`src/rtl/itch_message_framer_if.sv`:
```
// itch_message_framer_if: byte-stream input and per-type parser output bundle of the ITCH framer.
interface itch_message_framer_if #(parameter int DATA_WIDTH = 31);
   logic [7:0] byte_in;
   logic byte_valid_in;
   logic byte_ready_out;
   logic [DATA_WIDTH:0] data_out;
   logic [2:0] mess_type_out;
   logic enable_out;
   logic valid_out;
   logic drop_out;
   modport master (
      input byte_in, byte_valid_in,
      output byte_ready_out, data_out, mess_type_out, enable_out, valid_out, drop_out
   );
   modport slave (
      output byte_in, byte_valid_in,
      input byte_ready_out, data_out, mess_type_out, enable_out, valid_out, drop_out
   );
endinterface

```
`src/rtl/itch_message_framer.sv`:
```
// itch_message_framer: strips the ITCH length/type prefix and packs body bytes into parser words.
module itch_message_framer #(
   parameter int DATA_WIDTH = 31,
   parameter int MAX_LEN = 64,
   parameter int GAP_CYCLES = 1
) (
   input logic clk_in,
   input logic reset_in,
   itch_message_framer_if.master bus
);
   localparam int WB = DATA_WIDTH + 1;
   localparam int W = WB / 8;
   localparam int LW = W > 1 ? $clog2(W) : 1;
   localparam int GW = $clog2(GAP_CYCLES + 1);
   typedef enum logic [2:0] {LEN_HI, LEN_LO, TYPE, BODY, GAP, DROP} state_t;
   state_t state, state_nxt;
   logic [7:0] len_hi;
   logic [15:0] len_full;
   logic [15:0] remaining;
   logic [LW-1:0] lane;
   logic [DATA_WIDTH:0] pack;
   logic [DATA_WIDTH:0] pack_nxt;
   logic [GW-1:0] gap_cnt;
   logic xfer;
   logic last_word;
   function automatic logic [2:0] type_code(input logic [7:0] b);
      return b == "A" ? 3'd0 : b == "F" ? 3'd1 : b == "E" ? 3'd2 : b == "C" ? 3'd3 :
             b == "X" ? 3'd4 : b == "D" ? 3'd5 : b == "U" ? 3'd6 : 3'd7;
   endfunction
   assign xfer = bus.byte_valid_in & bus.byte_ready_out;
   assign len_full = {len_hi, bus.byte_in};
   assign last_word = lane == LW'(W - 1) || remaining == 16'd1;
   assign pack_nxt = pack | (WB'(bus.byte_in) << {lane, 3'b000});
   always_ff @(posedge clk_in or negedge reset_in)
      if (!reset_in) state <= LEN_HI;
      else state <= state_nxt;
   always_comb begin
      state_nxt = state;
      case (state)
         LEN_HI: state_nxt = xfer ? LEN_LO : LEN_HI;
         LEN_LO: if (xfer) state_nxt = len_full == 16'd0 ? LEN_HI : len_full > 16'(MAX_LEN) ? DROP : TYPE;
         TYPE: if (xfer) state_nxt = remaining == 16'd1 ? GAP : BODY;
         BODY: if (xfer && remaining == 16'd1) state_nxt = GAP;
         GAP: if (gap_cnt == GW'(GAP_CYCLES - 1)) state_nxt = LEN_HI;
         DROP: if (xfer && remaining == 16'd1) state_nxt = LEN_HI;
         default: state_nxt = LEN_HI;
      endcase
   end
   // Ready is registered from the next state so it is already low on the first gap cycle.
   always_ff @(posedge clk_in or negedge reset_in) begin
      if (!reset_in) begin
         bus.byte_ready_out <= 1'b0;
         bus.data_out <= '0;
         bus.mess_type_out <= 3'd0;
         bus.enable_out <= 1'b0;
         bus.valid_out <= 1'b0;
         bus.drop_out <= 1'b0;
         len_hi <= 8'd0;
         remaining <= 16'd0;
         lane <= '0;
         pack <= '0;
         gap_cnt <= '0;
      end else begin
         bus.byte_ready_out <= state_nxt != GAP;
         bus.valid_out <= 1'b0;
         bus.drop_out <= 1'b0;
         if (xfer && state == LEN_HI) len_hi <= bus.byte_in;
         if (xfer && state == LEN_LO) remaining <= len_full;
         if (xfer && (state == TYPE || state == BODY || state == DROP)) remaining <= remaining - 16'd1;
         if (xfer && state == TYPE) begin
            bus.mess_type_out <= type_code(bus.byte_in);
            bus.enable_out <= 1'b1;
         end
         if (xfer && state == BODY) begin
            pack <= last_word ? '0 : pack_nxt;
            lane <= last_word ? '0 : lane + LW'(1);
            if (last_word) bus.data_out <= pack_nxt;
            bus.valid_out <= last_word;
         end
         if (xfer && state == DROP && remaining == 16'd1) bus.drop_out <= 1'b1;
         if (state == GAP) begin
            bus.enable_out <= 1'b0;
            gap_cnt <= state_nxt == GAP ? gap_cnt + GW'(1) : '0;
         end
      end
   end
endmodule

```
`src/flat_wrapper.sv`:
```
// flat-port wrapper written by rule: the top's interface ports become plain ports
module itch_message_framer_flat 
#(
   parameter int DATA_WIDTH = 31,
   parameter int MAX_LEN = 64,
   parameter int GAP_CYCLES = 1
)
  (clk_in, reset_in, bus_byte_in, bus_byte_valid_in, bus_byte_ready_out, bus_data_out, bus_mess_type_out, bus_enable_out, bus_valid_out, bus_drop_out);
  itch_message_framer_if #(.DATA_WIDTH(DATA_WIDTH)) bus_i ();
  input logic clk_in;
  input logic reset_in;
  input wire logic [$bits(bus_i.byte_in)-1:0] bus_byte_in;
  input wire logic [$bits(bus_i.byte_valid_in)-1:0] bus_byte_valid_in;
  output wire logic [$bits(bus_i.byte_ready_out)-1:0] bus_byte_ready_out;
  output wire logic [$bits(bus_i.data_out)-1:0] bus_data_out;
  output wire logic [$bits(bus_i.mess_type_out)-1:0] bus_mess_type_out;
  output wire logic [$bits(bus_i.enable_out)-1:0] bus_enable_out;
  output wire logic [$bits(bus_i.valid_out)-1:0] bus_valid_out;
  output wire logic [$bits(bus_i.drop_out)-1:0] bus_drop_out;
  assign bus_i.byte_in = bus_byte_in;
  assign bus_i.byte_valid_in = bus_byte_valid_in;
  assign bus_byte_ready_out = bus_i.byte_ready_out;
  assign bus_data_out = bus_i.data_out;
  assign bus_mess_type_out = bus_i.mess_type_out;
  assign bus_enable_out = bus_i.enable_out;
  assign bus_valid_out = bus_i.valid_out;
  assign bus_drop_out = bus_i.drop_out;
  itch_message_framer #(.DATA_WIDTH(DATA_WIDTH), .MAX_LEN(MAX_LEN), .GAP_CYCLES(GAP_CYCLES)) u_core (.clk_in(clk_in), .reset_in(reset_in), .bus(bus_i));
endmodule
```
`config.mk`:
```
export PLATFORM = sky130hd
export DESIGN_NAME = itch_message_framer_flat
export DESIGN_NICKNAME = d
export VERILOG_FILES = /design/src/rtl/itch_message_framer_if.sv /design/src/rtl/itch_message_framer.sv /design/src/flat_wrapper.sv
export SDC_FILE = /design/constraint.sdc
export NUM_CORES = 1
export LEC_CHECK = 0
export ABC_AREA = 1
export CORE_MARGIN = 4
export CORE_UTILIZATION = 45
export CTS_BUF_LIST = sky130_fd_sc_hd__clkbuf_16
export CTS_CLUSTER_SIZE = 28
export DETAILED_ROUTE_END_ITERATION = 8
export GPL_ROUTABILITY_DRIVEN = 1
export PLACE_DENSITY = 0.64
export SYNTH_ARGS = -nofsm -noshare
export SYNTH_HDL_FRONTEND = slang
export SYNTH_SLANG_ARGS = --single-unit
export TNS_END_PERCENT = 20
```
`constraint.sdc`:
```
create_clock -name clk_in -period 2.3 [get_ports clk_in]
set_clock_uncertainty 0.2 [all_clocks]
set_input_delay 0.23 -clock clk_in [delete_from_list [all_inputs] [get_ports clk_in]]
set_output_delay 0.23 -clock clk_in [all_outputs]
set_load 0.02 [all_outputs]
```
==> results of run 1 <==
[sequential cells by signal, summed over array words and instances (netlist names), 2 cells and up]
name	count
u_core.lane	2
u_core.bus.mess_type_out	3
u_core.bus.data_out	32
u_core.len_hi	8
u_core.state	3
u_core.pack	32
u_core.remaining	16
[critical path, stage by stage (launching register included)]
cell and delay, ps:
dfrtp_1 430, inv_1 80, nand3_1 150, nand3_1 100, nand2_1 80, inv_1 50, nor2_1 590, nand2_1 100
nand2_1 90
[worst paths after layout]
kind / startpoint / end / slack [ps] / cells after the start
worst max-delay path: u_core.state[1]$_DFF_PN0_ / u_core.remaining[12]$_DFFE_PN0P_ / 360 / 8
worst min-delay path: reset_in / u_core.remaining[2]$_DFFE_PN0P_ / 220 / 2
worst max register to register: u_core.state[1]$_DFF_PN0_ / u_core.remaining[12]$_DFFE_PN0P_ / 360 / 8
worst min register to register: u_core.bus.data_out[9]$_DFFE_PN0P_ / u_core.bus.data_out[9]$_DFFE_PN0P_ / 270 / 2
max in group asynchronous: reset_in / u_core.remaining[13]$_DFFE_PN0P_ / 950 / 3
min in group clk_in: u_core.bus.data_out[9]$_DFFE_PN0P_ / u_core.bus.data_out[9]$_DFFE_PN0P_ / 270 / 2
[layout make-up]
class                      count  area, µm²  area share
timing repair buffer          69        666       0.109
clock inverter                 7       57.6     0.00946
multi-input combinational    474       2180       0.358
sequential                   101       2530       0.415
clock buffer                   9        225      0.0370
tap                          140        175      0.0288
inverter                      67        256      0.0422
[kinds of logic after synthesis]
logic type,share of synthesized area
AND/OR/NAND/NOR,0.344
AO/OA/AOI/OAI,0.0674
flip-flops,0.490
XOR/XNOR,0.00339
adder cells (fa/ha/maj),0.00727
buffers and inverters,0.0885
[per-layer routing]
metal / track usage / vias to the layer above / routed length (µm)
li1: - / 2253 / -
met1: 0.281 / 2169 / 5870
met2: 0.336 / 118 / 6040
met3: 0.0516 / 6 / 633
met4: 0.0399 / 0 / 67
met5: 0 / - / 0
[Yosys cell counts]
master,number,share of area
nand2_1,197,0.14
dfrtp_1,101,0.49
nand3_1,86,0.083
inv_1,62,0.045
nor2_1,60,0.044
o21ai_0,37,0.036
nand4_1,18,0.022
a21oi_1,16,0.016
or2_2,16,0.019
buf_2,13,0.013
nor3_1,12,0.012
o21ai_1,10,0.0097
buf_4,8,0.012
clkbuf_1,8,0.0058
buf_6,4,0.0087
clkinv_1,3,0.0022
ha_1,3,0.0073
nand2_4,3,0.0065
nor2_2,3,0.0036
o22ai_1,3,0.0036
nand3b_1,2,0.0029
nor2_4,2,0.0044
a31oi_1,1,0.0012
clkinv_4,1,0.0017
inv_2,1,0.00073
nand2_2,1,0.0012
nand3_2,1,0.0019
o21a_1,1,0.0015
xnor2_1,1,0.0017
xor2_1,1,0.0017
[power groups by stage]
stage               clock [mW]  sequential [mW]  combinational (mW)
floorplan                    0             2.72                1.63
global placement             0             2.66                2.53
detailed placement           0             2.68                2.59
CTS                       1.49             2.65                2.59
global route              1.56             2.72                2.92
finish                    1.45             2.65                2.57
[through the flow]
step                      utilization  instance area [µm²]
after global placement          0.525                 5790
after global routing            0.552                 6080
final                           0.552                 6080
after floorplan                     -                 5160
after detailed placement        0.525                 5790
after CTS                       0.552                 6080
==> run_results.csv, run 1 <==
group,metric,value,unit
drt,num_vias,4546,
clocking,clock_sinks,101,
timing,final_max_slew_viol_count,0,
die,start_util,0.468,
timing,tns,0,ps
yosys,syn-num-nets,689,
timing,period_share,0.844,
die,rows,38,
clocking,path_clk_slew,70,ps
global_route,grt_first_pass_wirelength,21900,µm
layout,nets,736,
yosys,synthesis.instances,675,
timing,setup_viol,0,
layout,layout_commonest_cell,"nand2_1",
drt,wl_per_cell,14.5,µm
setup_path,setup.worst_path.class,"reg -> reg",
timing,worst_slack,359,ps
yosys,syn_avg_cell_area,7.65,µm²
global_route,grt-ovfl-total,0,
drt,drt-vias-per-instance,5.24,
setup_path,crit_arrival,2020,ps
timing,grt_setup_unrepaired,"no",
place,port_buffers,49,
pwr,power_density,1100,nW/µm²
layout,finalNonFillerCells,867,
clocking,clock_path_buffers,2,
layout,fillCellCount,1054,
drt,dr.pass1.iters,6,
timing,period_needed,1940,ps
place,place_ws,125,ps
yosys,synth_area,5160,µm²
place,dp_hpwl,9060,µm
place,routabilityCongestion,0.852,
hold_path,hp-class,"in -> async",
clocking,clkLatencyLatePin,340,ps
layout,layout.cells.most_common_list,"nand2_1, dfrtp_1, nand3_1",
run_status,status,"finished clean",
clocking,root_buffer,"clkbuf_16",
drt,wl,12600,µm
die,core_area,11000,µm²
timing,worstMarginPinSlew,782,ps
pwr,p_int,3.98,mW
global_route,grt_pass1_vias,4529,
global_route,antenna_found_initial,0,
setup_path,start_kind,"register",
timing,max_freq,0.515,GHz
yosys,yosysUniqueCellTypes,30,
die,io_pins,50,
pwr,p_leak,3.09,nW
pwr,p_total,6.68,mW
pwr,power_frac_seq,0.398,
yosys,synth_seq_cells,101,
clocking,numCtsBuffers,9,
clocking,cts_hold_buf,1,
pwr,peakVddDrop,0.614,mV
drt,antenna_left,0,
pwr,swShare,0.405,
pwr,pwr-share-comb,0.385,
timing,whs,223,ps
drt,drtIter0Drc,343,
timing,relSlewSlack,0.477,
yosys,synth-seq-area-share,0.490,
clocking,htree_levels,3,
global_route,grt_util_all_layers,0.206,
die,die-area,13200,µm²
pwr,power.switching,2.70,mW
layout,syn_to_final_growth,17.9,%
drt,drc,0,
global_route,grt_start_max_net_pins,59,
flow_run,maxCapViolCount,0,
clocking,post-cts-setup-buffer-count,0,
setup_path,required,2380,ps
layout,antennaDiodeCount,0,
pwr,pwr-share-clk,0.217,
timing,hold_viol,0,
setup_path,end_kind,"register",
place,placed_cells,850,
die,die_w,115,µm
die,fp.dieH,115,µm
yosys,synth_warnings,0,
layout,drive_gt1_frac,0.0880,
setup_path,crit_fanout,11,
clocking,cts_tree,"yes",
clocking,cts_resized,0,
(Power assumes the default switching activity.)
==> run 2, diff against run 1 <==
--- a/config.mk
+++ b/config.mk
@@ -12,7 +12,7 @@
 export CTS_CLUSTER_SIZE = 28
 export DETAILED_ROUTE_END_ITERATION = 8
 export GPL_ROUTABILITY_DRIVEN = 1
-export PLACE_DENSITY = 0.64
+export PLACE_DENSITY = 0.67
 export SYNTH_ARGS = -nofsm -noshare
 export SYNTH_HDL_FRONTEND = slang
 export SYNTH_SLANG_ARGS = --single-unit
==> constraint.sdc (replaced) <==
create_clock -name clk_in -period 1.67 [get_ports clk_in]
set_clock_uncertainty 0.2 [all_clocks]
set_input_delay 0.167 -clock clk_in [delete_from_list [all_inputs] [get_ports clk_in]]
set_output_delay 0.167 -clock clk_in [all_outputs]
set_load 0.02 [all_outputs]
==> run_results.csv, run 2 (synthesis results as in run 1) <==
group,metric,value,unit
run_status,status,"finished with violations",
run_status,violations,"negative setup slack",
layout,drive_gt1_frac,0.244,
die,die-area,13200,µm²
layout,syn_to_final_growth,37.3,%
setup_path,crit_arrival,1820,ps
clocking,htree_levels,3,
timing,worst_slack,-76.5,ps
global_route,grt_first_pass_wirelength,21700,µm
timing,hold_viol,0,
setup_path,start_kind,"register",
place,routabilityCongestion,0.890,
layout,fin_area,7090,µm²
layout,fillCellCount,901,
die,fp.dieH,115,µm
timing,worstMarginPinSlew,408,ps
clocking,root_buffer,"clkbuf_16",
clocking,clock_path_buffers,2,
timing,final_max_slew_viol_count,0,
global_route,grt_start_max_net_pins,60,
drt,dr.pass1.iters,5,
timing,period_share,1.05,
die,start_util,0.468,
timing,setup_viol,38,
pwr,p_leak,3.75,nW
global_route,grt_util_all_layers,0.203,
hold_path,hp-class,"in -> async",
layout,nets,809,
layout,multi_input_area,2450,µm²
drt,drtIter0Drc,400,
layout,layout.cells.most_common_list,"nand2_1, dfrtp_1, nand3_1",
drt,wl,14200,µm
setup_path,setup.worst_path.class,"reg -> reg",
clocking,path_clk_slew,70,ps
pwr,peakVddDrop,0.679,mV
die,rows,38,
die,core_area,11000,µm²
layout,layout_commonest_cell,"nand2_1",
clocking,clock_sinks,101,
timing,max_freq,0.573,GHz
timing,period_needed,1750,ps
drt,drt-vias-per-instance,5.26,
place,port_buffers,49,
drt,antenna_left,0,
timing,relSlewSlack,0.727,
global_route,antenna_found_initial,0,
place,dpl_cell_area,6260,µm²
setup_path,required,1740,ps
global_route,grt-ovfl-total,0,
drt,top_layer,"met4",
drt,wl_met3,601,µm
clocking,clkLatencyLatePin,340,ps
drt,drc,0,
die,die_w,115,µm
die,io_pins,50,
drt,dr_wl_met2,6940,µm
layout,seqCellArea,2530,µm²
global_route,grt_pass1_vias,4541,
clocking,cts_tree,"yes",
drt,num_vias,4941,
pwr,power_density,1440,nW/µm²
clocking,numCtsBuffers,9,
timing,grt_setup_unrepaired,"yes",
drt,wl_per_cell,15.1,µm
drt,met1Wirelength,6470,µm
layout,largestRegisters,"u_core.bus.data_out (32), u_core.pack (32), u_core.remaining (16)",
flow_run,maxCapViolCount,0,
pwr,p_total,10.2,mW
layout,antennaDiodeCount,0,
place,dp_hpwl,9210,µm
setup_path,end_kind,"register",
setup_path,crit_fanout,8,
layout,final_util,0.643,
[run 2: final cells by class]
class / count / area share
Inverter: 67 / 0.0362
Multi-Input combinational cell: 474 / 0.346
Clock inverter: 7 / 0.00953
Timing Repair Buffer: 142 / 0.195
Tap cell: 140 / 0.0247
Clock buffer: 9 / 0.0318
Sequential cell: 101 / 0.357
[run 2: metrics by stage]
step                TNS (ps)  worst slack [ps]  hold WS [ps]  cells
global placement      -11470              -291          -108    907
CTS                     -374             -29.2          72.2    925
floorplan                  0              46.7          -329    675
finish                 -1090             -76.5          63.8    940
detailed placement    -12820              -320          -106    907
global route           -5440              -155          82.1    940
[run 2: per-layer routing]
layer  vias up  global-route usage
met5         -                   0
met4         0              0.0618
met3        20              0.0332
met2       139               0.321
met1      2368               0.288
li1       2414                   -
[run 2: critical path, cell delays in order, from the launching register on]
cell,delay (ps)
dfrtp_1,430
inv_2,100
nand3_4,70
buf_6,130
nor2_4,120
buf_12,160
buf_12,130
clkbuf_16,150
nand4_1,100
o21ai_1,90
[run 2: worst paths after layout]
| path | start | end | slack (ps) | depth (start not counted) |
|---|---|---|---|---|
| worst max-delay path | u_core.state[2]$_DFF_PN0_ | u_core.pack[11]$_DFFE_PN0P_ | -80 | 9 |
| worst min-delay path | reset_in | u_core.remaining[14]$_DFFE_PN0P_ | 60 | 2 |
| worst max register to register | u_core.state[2]$_DFF_PN0_ | u_core.pack[11]$_DFFE_PN0P_ | -80 | 9 |
| worst min register to register | u_core.bus.data_out[16]$_DFFE_PN0P_ | u_core.bus.data_out[16]$_DFFE_PN0P_ | 270 | 2 |
| max in group asynchronous | reset_in | u_core.bus.data_out[9]$_DFFE_PN0P_ | 650 | 3 |
| min in group clk_in | u_core.bus.data_out[16]$_DFFE_PN0P_ | u_core.bus.data_out[16]$_DFFE_PN0P_ | 270 | 2 |
[run 2: power by group]
part | switching [mW] | internal (mW)
sequential | 0.470 | 3.13
clock | 0.926 | 1.15
combinational | 2.67 | 1.87
[run 2: timing repair]
action                                  4_1_cts  5_1_grt
setup buffers                                 1        7
resized for setup                            46       89
endpoints found under the setup margin      104       91
cloned                                        0        8
hold buffers                                  1        0
endpoints found under the hold margin       101        0
pin swaps                                     3       12
